===== config.mk =====
export PLATFORM = sky130hd
export DESIGN_NAME = uart_tx_serializer
export DESIGN_NICKNAME = d
export VERILOG_FILES = /design/src/rtl/uart_tx_serializer.sv
export SDC_FILE = /design/constraint.sdc
export NUM_CORES = 1
export LEC_CHECK = 0
export ABC_AREA = 1
export CAP_MARGIN = 10
export CORE_ASPECT_RATIO = 1.75
export CORE_UTILIZATION = 34
export CTS_CLUSTER_DIAMETER = 200
export DETAILED_ROUTE_END_ITERATION = 10
export PLACE_DENSITY = 0.64
export RECOVER_POWER = 100
export SLEW_MARGIN = 5
export SYNTH_ARGS = -nofsm -noshare
export SYNTH_HDL_FRONTEND = slang
export SYNTH_SLANG_ARGS = --single-unit

===== constraint.sdc =====
create_clock -name UCLK -period 2.15 [get_ports UCLK]
set_clock_uncertainty 0.2 [all_clocks]
set_input_delay 0.43 -clock UCLK [delete_from_list [all_inputs] [get_ports UCLK]]
set_output_delay 0.43 -clock UCLK [all_outputs]
set_load 0.05 [all_outputs]

===== src/rtl/uart_tx_serializer.sv =====
// UART transmit serializer: pops one byte from a first-word-fall-through TX FIFO and
// shifts out start, 8 data bits (LSB first), optional parity and one or two stop bits.
module uart_tx_serializer #(
    parameter int DATA_WIDTH = 32,
    parameter int DIV_WIDTH  = 20
) (
    input  logic                  UCLK,
    input  logic                  PRESETn,
    input  logic                  TxEn,
    input  logic                  ParEn,
    input  logic                  ParOdd,
    input  logic                  Stop2,
    input  logic [DIV_WIDTH-1:0]  BaudDiv,
    input  logic                  TxFifoEmpty,
    input  logic [DATA_WIDTH-1:0] TxLoad,
    output logic                  ReadInc,
    output logic                  TXD,
    output logic                  TxBusy,
    output logic                  TxDone
);

    typedef enum logic [2:0] {
        IDLE,
        START,
        DATA,
        PARITY,
        STOP
    } state_t;

    localparam logic [DIV_WIDTH-1:0] CNT_ONE = DIV_WIDTH'(1);

    state_t               state_q, state_d;
    logic [DIV_WIDTH-1:0] cnt_q, cnt_d;
    logic [DIV_WIDTH-1:0] div_q, div_d;
    logic [7:0]           shift_q, shift_d;
    logic [2:0]           bit_cnt_q, bit_cnt_d;
    logic                 par_bit_q, par_bit_d;
    logic                 par_en_q, par_en_d;
    logic                 stop_left_q, stop_left_d;
    logic                 txd_q, txd_d;
    logic                 pop;
    logic                 bit_end;

    // Only the low byte of the FIFO word is transmitted.
    generate
        if (DATA_WIDTH > 8) begin : g_unused_hi
            logic unused_hi;
            assign unused_hi = ^TxLoad[DATA_WIDTH-1:8];
        end
    endgenerate

    assign bit_end = (cnt_q == '0);

    always_ff @(posedge UCLK or negedge PRESETn) begin
        if (!PRESETn) begin
            state_q     <= IDLE;
            cnt_q       <= '0;
            div_q       <= '0;
            shift_q     <= '0;
            bit_cnt_q   <= '0;
            par_bit_q   <= 1'b0;
            par_en_q    <= 1'b0;
            stop_left_q <= 1'b0;
            txd_q       <= 1'b1;
        end else begin
            state_q     <= state_d;
            cnt_q       <= cnt_d;
            div_q       <= div_d;
            shift_q     <= shift_d;
            bit_cnt_q   <= bit_cnt_d;
            par_bit_q   <= par_bit_d;
            par_en_q    <= par_en_d;
            stop_left_q <= stop_left_d;
            txd_q       <= txd_d;
        end
    end

    always_comb begin
        state_d     = state_q;
        cnt_d       = cnt_q;
        div_d       = div_q;
        shift_d     = shift_q;
        bit_cnt_d   = bit_cnt_q;
        par_bit_d   = par_bit_q;
        par_en_d    = par_en_q;
        stop_left_d = stop_left_q;
        txd_d       = txd_q;
        pop         = 1'b0;

        // Every bit lasts div_q+1 cycles; each state only acts on the last one.
        if (state_q != IDLE && !bit_end) begin
            cnt_d = cnt_q - CNT_ONE;
        end

        unique case (state_q)
            IDLE: begin
                txd_d = 1'b1;
                if (TxEn && !TxFifoEmpty) begin
                    pop         = 1'b1;
                    shift_d     = TxLoad[7:0];
                    par_bit_d   = (^TxLoad[7:0]) ^ ParOdd;
                    par_en_d    = ParEn;
                    stop_left_d = Stop2;
                    div_d       = BaudDiv;
                    cnt_d       = BaudDiv;
                    bit_cnt_d   = '0;
                    txd_d       = 1'b0;
                    state_d     = START;
                end
            end
            START: begin
                if (bit_end) begin
                    cnt_d     = div_q;
                    txd_d     = shift_q[0];
                    shift_d   = {1'b0, shift_q[7:1]};
                    bit_cnt_d = '0;
                    state_d   = DATA;
                end
            end
            DATA: begin
                if (bit_end) begin
                    cnt_d = div_q;
                    if (bit_cnt_q == 3'd7) begin
                        if (par_en_q) begin
                            txd_d   = par_bit_q;
                            state_d = PARITY;
                        end else begin
                            txd_d   = 1'b1;
                            state_d = STOP;
                        end
                    end else begin
                        txd_d     = shift_q[0];
                        shift_d   = {1'b0, shift_q[7:1]};
                        bit_cnt_d = bit_cnt_q + 3'd1;
                    end
                end
            end
            PARITY: begin
                if (bit_end) begin
                    cnt_d   = div_q;
                    txd_d   = 1'b1;
                    state_d = STOP;
                end
            end
            STOP: begin
                txd_d = 1'b1;
                if (bit_end) begin
                    if (stop_left_q) begin
                        stop_left_d = 1'b0;
                        cnt_d       = div_q;
                    end else begin
                        state_d = IDLE;
                    end
                end
            end
            default: begin
                state_d = IDLE;
                txd_d   = 1'b1;
            end
        endcase
    end

    // Gated by reset so the FIFO never sees a pop while the block is held in reset.
    assign ReadInc = pop && PRESETn;
    assign TXD     = txd_q;
    assign TxBusy  = (state_q != IDLE);
    assign TxDone  = (state_q == STOP) && bit_end && !stop_left_q;

    a_pop_nonempty: assert property (@(posedge UCLK) disable iff (!PRESETn)
        ReadInc |-> !TxFifoEmpty);
    a_done_to_idle: assert property (@(posedge UCLK) disable iff (!PRESETn)
        TxDone |=> (state_q == IDLE));

endmodule

==> impl_metrics.yaml <==
run_status:
  status: "finished, violations left"
  violations: "setup timing"
pwr:
  p_leak_uw: 0.00229
  ir_drop_uv: 994
  p_per_area_mw_per_mm2: 1510
floorplanning:
  ios: 63
  die_area_mm2: 0.0106
  start_util_pct: 35.0
  fp-row-count: 48
  die_x_um: 78.3
  die_height_um: 136
  core_area_mm2: 0.00991
place:
  portBuffers: 38
  gp_congestion: 0.909
  hpwlAfterDp_mm: 6.99
timing:
  hold_viol: 0
  fin_crit_sh_pct: 111
  relSlewSlack_pct: 2.40
  worst_pin_slew_ns: 1.46
  max_freq_mhz: 419
  worst_slack_ns: -0.239
  min_period_ns: 2.39
  slew_viol_final: 0
  fin_hold_ws_ns: 0.265
  setup_viol: 2
  fin_tns_setup_ns: -0.242
  rsz0062_at_grt: "yes"
critical_path:
  timing.critical_path.from: "cnt_q[17]"
  worstPathMaxFanout: 3
  crit_type: "reg2out"
  crit_path_cell_trace: "nor2_2, inv_1, nor3_2, nand3b_1, nand3b_1, nor2_4, buf_12"
  cpPeakStageDelay_ns: 0.41
  cpMaxStageDelayCell: "dfrtp_1"
  cp.arrival_ns: 1.76
  path_common_cell: "nand3b_1"
  cp.required_ns: 1.52
  cp_top_family: "simple AND/OR/NAND/NOR gates"
  worst_setup_path_end_kind: "output pin"
  crit_path_start_kind: "register"
  timing.rr.start: "state_q[0]"
  critPathBufInv: 2
clock_tree:
  cts_buffer_depth: 2
  clock_latency_ns: 0.32
  cts_root_buffer: "clkbuf_16"
  h-tree-depth: 3
  postCtsHoldBufs: 0
  clock_sinks: 58
  cts_tree: "done"
  cts_buffers: 9
  clkTransAtPathRegs_ns: 0.05
grt:
  grt.overflow.total: 0
  grt_pass1_vias: 3361
  grtUsageTotal_pct: 19.2
  grt_first_pass_wirelength_mm: 15.5
  grt_antenna_before_repair: 0
  grt_max_degree: 59
synthesis:
  ys_ff_latch: 58
  yosysWarningCount: 0
  synthArstFlopShare_pct: 100
  avgSynthCellArea_um2: 7.58
  yosys-top-cells-area: "dfrtp_1 41%, nand2_1 19%, nor2_1 5.4%, nand3_1 4.6%, a21boi_0 3.9%"
  synth_most_common_cell: "nand2_1"
  synth_top_area_share_pct: 41.2
  synthCells: 457
  synth-main-ff-cell: "dfrtp_1"
  ys_seq_area_share_pct: 41.9
  syn_nets: 520
  synth_area_mm2: 0.00347
  yosysTopAreaCell: "dfrtp_1"
  synth_cell_types: 35
  synth-edff-count: 0
  synth_common_cells: "174 x nand2_1, 57 x dfrtp_1, 50 x nor2_1"
drt:
  drtIter0Drc: 171
  wl_mm: 9.46
  routedWlPerCell_um: 14.1
  antenna_left: 0
  num_vias: 3325
  drcViolationCount: 0
  first_pass_iters: 4
  via_per_inst: 4.97
flow_run:
  drv_cap: 0
hold_path:
  worstHoldStart: "div_q[10]"
  min-delay-path-class: "reg2reg"
cells_and_area:
  nets: 603
  antenna_cells: 0
  area_growth_pct: 33.6
  layout-drive-gt1-share_pct: 19.7
[repair_timing]
| action | CTS | global route |
|---|---|---|
| endpoints found under the setup margin | 2 | 25 |
| gates resized for setup | 17 | 6 |
| pin swaps | 8 | 5 |
| buffers inserted | 10 | 0 |
[state kept, by name, indices dropped and copies added, names as in the netlist]
| register | count |
|---|---|
| TXD | 1 |
| bit_cnt_q | 3 |
| cnt_q | 20 |
| div_q | 20 |
| par_bit_q | 1 |
| par_en_q | 1 |
| shift_q | 8 |
| state_q | 3 |
| stop_left_q | 1 |
[routing by layer]
layer | global-route usage [%] | part of all wire [%] | wire length, um | vias to the layer above
li1 | - | - | - | 1625
met1 | 18.6 | 35 | 3270 | 1577
met2 | 37.1 | 58 | 5490 | 94
met3 | 2.83 | 2.7 | 251 | 29
met4 | 12.1 | 4.7 | 442 | 0
met5 | 0 | 0 | 0 | -
[report_power, final]
| part | switching [uW] | total, uW | internal, uW |
|---|---|---|---|
| combinational | 2080 | 3540 | 1460 |
| clock | 494 | 1500 | 1000 |
| sequential | 348 | 1960 | 1620 |
[cell type report]
class | instances | area [um2]
clock buffer | 10 | 229
clock inverter | 5 | 80.1
fill | 980 | 5280
inverter | 32 | 123
multi-input combinational | 356 | 1860
sequential | 58 | 1460
tap | 125 | 156
timing repair buffer | 83 | 733
[tightest hold or removal path: stages (launching register included)]
cell and delay, ns:
dfrtp_1 0.34, nand2_1 0.05, nand2_1 0.04
[final timing paths]
check,end,slack [ns],cells past startpoint
max,TxDone,-0.24,7
min,div_q[10],0.26,2
max reg2reg,stop_left_q,0.02,11
min in group asynchronous,shift_q[7],0.55,2
min reg2reg,div_q[10],0.26,2
max in group asynchronous,state_q[2],0.22,2
[per-stage QoR]
| stage | total power, uW | cells | instance area, um2 | setup slack, ns | utilization [%] |
|---|---|---|---|---|---|
| after floorplan | 4220 | 457 | 3480 | -0.0271 | - |
| after global placement | 5240 | 644 | 4230 | -0.0809 | 42.7 |
| after detailed placement | 5360 | 644 | 4230 | -0.122 | 42.7 |
| after CTS | 7070 | 669 | 4650 | -0.284 | 46.9 |
| after global routing | 7520 | 669 | 4630 | -0.337 | 46.7 |
| final | 7000 | 669 | 4630 | -0.239 | 46.7 |
[logic make-up after synthesis]
kind of cell / Yosys count / synth area share, %
AOI/OAI and AO/OA: 43 / 8.95
adders and majority gates: 4 / 1.44
xor gates and xnor gates: 15 / 3.79
muxes: 7 / 2.02
DFF: 58 / 41.9
buffers and inverters: 43 / 6.06
and+or+nand+nor: 287 / 35.8
[placed cells by master, fill, tap and decap left out, types with 3 or more instances in the layout]
master	instances
o211ai_1	5
buf_12	3
o21ai_2	9
nor2_2	11
clkdlybuf4s50_1	32
nand3b_1	4
dfrtp_1	55
nor3_1	3
inv_2	6
xnor2_1	5
inv_1	25
o21ai_0	7
nand2_1	175
buf_4	42
clkbuf_16	9
mux2i_1	7
clkbuf_1	3
nand3_1	31
nor2_1	40
a21boi_0	18
xor2_1	10
nand4_1	4
or2_0	6
nor2_4	4
No activity file was read; power rests on OpenSTA's default activity.
==> variant, RTL diff (same flow settings) <==
Set the parameter `DIV_WIDTH` to 30 (it was 20).
--- a/src/rtl/uart_tx_serializer.sv
+++ b/src/rtl/uart_tx_serializer.sv
@@ -2,7 +2,7 @@
 // shifts out start, 8 data bits (LSB first), optional parity and one or two stop bits.
 module uart_tx_serializer #(
     parameter int DATA_WIDTH = 32,
-    parameter int DIV_WIDTH  = 20
+    parameter int DIV_WIDTH  = 30
 ) (
     input  logic                  UCLK,
     input  logic                  PRESETn,
Interface: changed (resized BaudDiv); port bits go from 63 to 73. No check against the original RTL was run, so the function may have changed too.
==> variant against the original RTL <==
- the run still ends with setup timing left
- count of clock-buffer cells in the layout rose by 2
- cell count rose by 55%
- sequential share of layout area fell by 2.9 points
- total power rose by 49%
- global-route usage rose by 0.45 points
- largest cell class unchanged
- sequential cell count rose by 20
- area after synthesis rose by 40%
- design area rose by 48%
- setup slack improved by 93 ps
- wire length rose by 53%
==> variant: results (changes against the original RTL) <==
metric,value,unit,change
"Max FO, Critical Path",2,,-1
final setup fails,32,,+30
"Seq/Total Area, Yosys",0.402,,-0.0172
first-pass GRT wire length,22.5,mm,+46%
layout cells sized above 1,0.226,,+0.0297
drt first-iter violations,295,,+73%
R2R depth,13,,+2
synth unique cells,30,,-14%
reg2reg start,cnt_q[8],,
pin count of the biggest net entering global routing,79,,+34%
CP peak stage delay,390,ps,-20 ps
status,"complete, but fails checks",,
Worst Hold Launch,TXD,,
First-pass DRT Iterations,6,,+2
Detail Placement HPWL,9.80,mm,+40%
clock latency at the later pin of the worst-skew pair,350,ps,+30 ps
Mapped Cells,728,,+59%
"Cell Count, Final, Fillers Out",1034,,+55%
Syn Nets,801,,+54%
wire per inst,14.0,um,-0.75%
Final Net Count,925,,+53%
Worst R2R Setup Slack,-100,ps,-120 ps
Tightest Pin Transition,1080,ps,-388 ps
final worst setup slack,-146,ps,+93.3 ps
DP Area,0.00594,sq mm,+40%
top flop regs,"cnt_q (30), div_q (30), shift_q (8)",,
met1 Resource Use GR,0.191,,+0.00518
Fin Setup TNS,-2410,ps,-2170 ps
failing checks,setup timing,,
variant: cell count changes in the layout (fill, tap and decap cells not counted), sizes merged, moves of 14 or more:
| cell | unedited run | this run |
|---|---|---|
| a21boi | 18 | 0 |
| buf | 46 | 78 |
| dfrtp | 57 | 77 |
| inv | 32 | 122 |
| nand2 | 178 | 253 |
| nand3 | 34 | 48 |
| nor2 | 55 | 82 |
| o21ai | 16 | 89 |
variant: layer usage:
layer,share of wire,wire length [um]
met4,0.062,903
met3,0.027,392
met2,0.55,7990
met5,0,0
met1,0.36,5220
variant: kinds of logic after synthesis:
family / count (synthesis) / share of synthesized area
AND/OR/NAND/NOR: 401 / 0.349
buffers and inverters: 139 / 0.118
AO/OA/AOI/OAI: 92 / 0.0955
flip-flops: 78 / 0.402
XOR/XNOR: 14 / 0.0252
adder cells (fa/ha/maj): 4 / 0.0103
variant: how the worst max path moves through the flow:
| stage | slack, ps | cells past startpoint | from | to |
|---|---|---|---|---|
| 2_1_floorplan | 40 | 8 | state_q[1] | ReadInc |
| 3_3_place_gp | -20 | 6 | cnt_q[18] | TxDone |
| 3_5_place_dp | 10 | 8 | TxEn | cnt_q[18] |
| 4_1_cts | -180 | 8 | cnt_q[1] | TxDone |
| 5_1_grt | -210 | 7 | cnt_q[8] | TxDone |
| 6_report | -150 | 8 | cnt_q[0] | TxDone |
variant: report_power, final:
group / leakage (nW) / switching, mW / internal, mW
Sequential: 0.969 / 0.424 / 2.18
Combinational: 2.28 / 3.57 / 2.58
Clock: 0.158 / 0.629 / 1.06
variant: area by class of cell:
class	count	area share
Multi-Input combinational cell	511	0.387
Sequential cell	78	0.285
Timing Repair Buffer	132	0.183
Inverter	120	0.0664
Clock buffer	12	0.0359
Tap cell	177	0.0323
Clock inverter	4	0.0113
variant: repair_timing:
| item | 4_1_cts | 5_1_grt |
|---|---|---|
| cloned | 0 | 4 |
| hold buffers | 1 | 0 |
| gates resized for setup | 29 | 61 |
| pin swaps | 21 | 15 |
| setup endpoints to repair | 2 | 39 |
| endpoints found under the hold margin | 77 | 0 |
| setup buffers | 24 | 6 |
variant: per-stage QoR:
stage               worst slack [ps]  utilization
floorplan                       41.1            -
global placement               -15.9        0.427
detailed placement              9.75        0.427
CTS                             -179        0.470
global route                    -215        0.493
finish                          -146        0.493
variant: worst reg2reg max path, cell delays in order (launching register included):
cell and delay, ps:
dfrtp_1 420, nor2_4 160, nand2_2 90, nor2_4 110, buf_4 110, buf_4 100, nand2_2 60, nor2_4 230
nor2_4 90, nor2_4 130, nand2_4 120, clkbuf_16 200, nand3_2 70, nand2_1 40
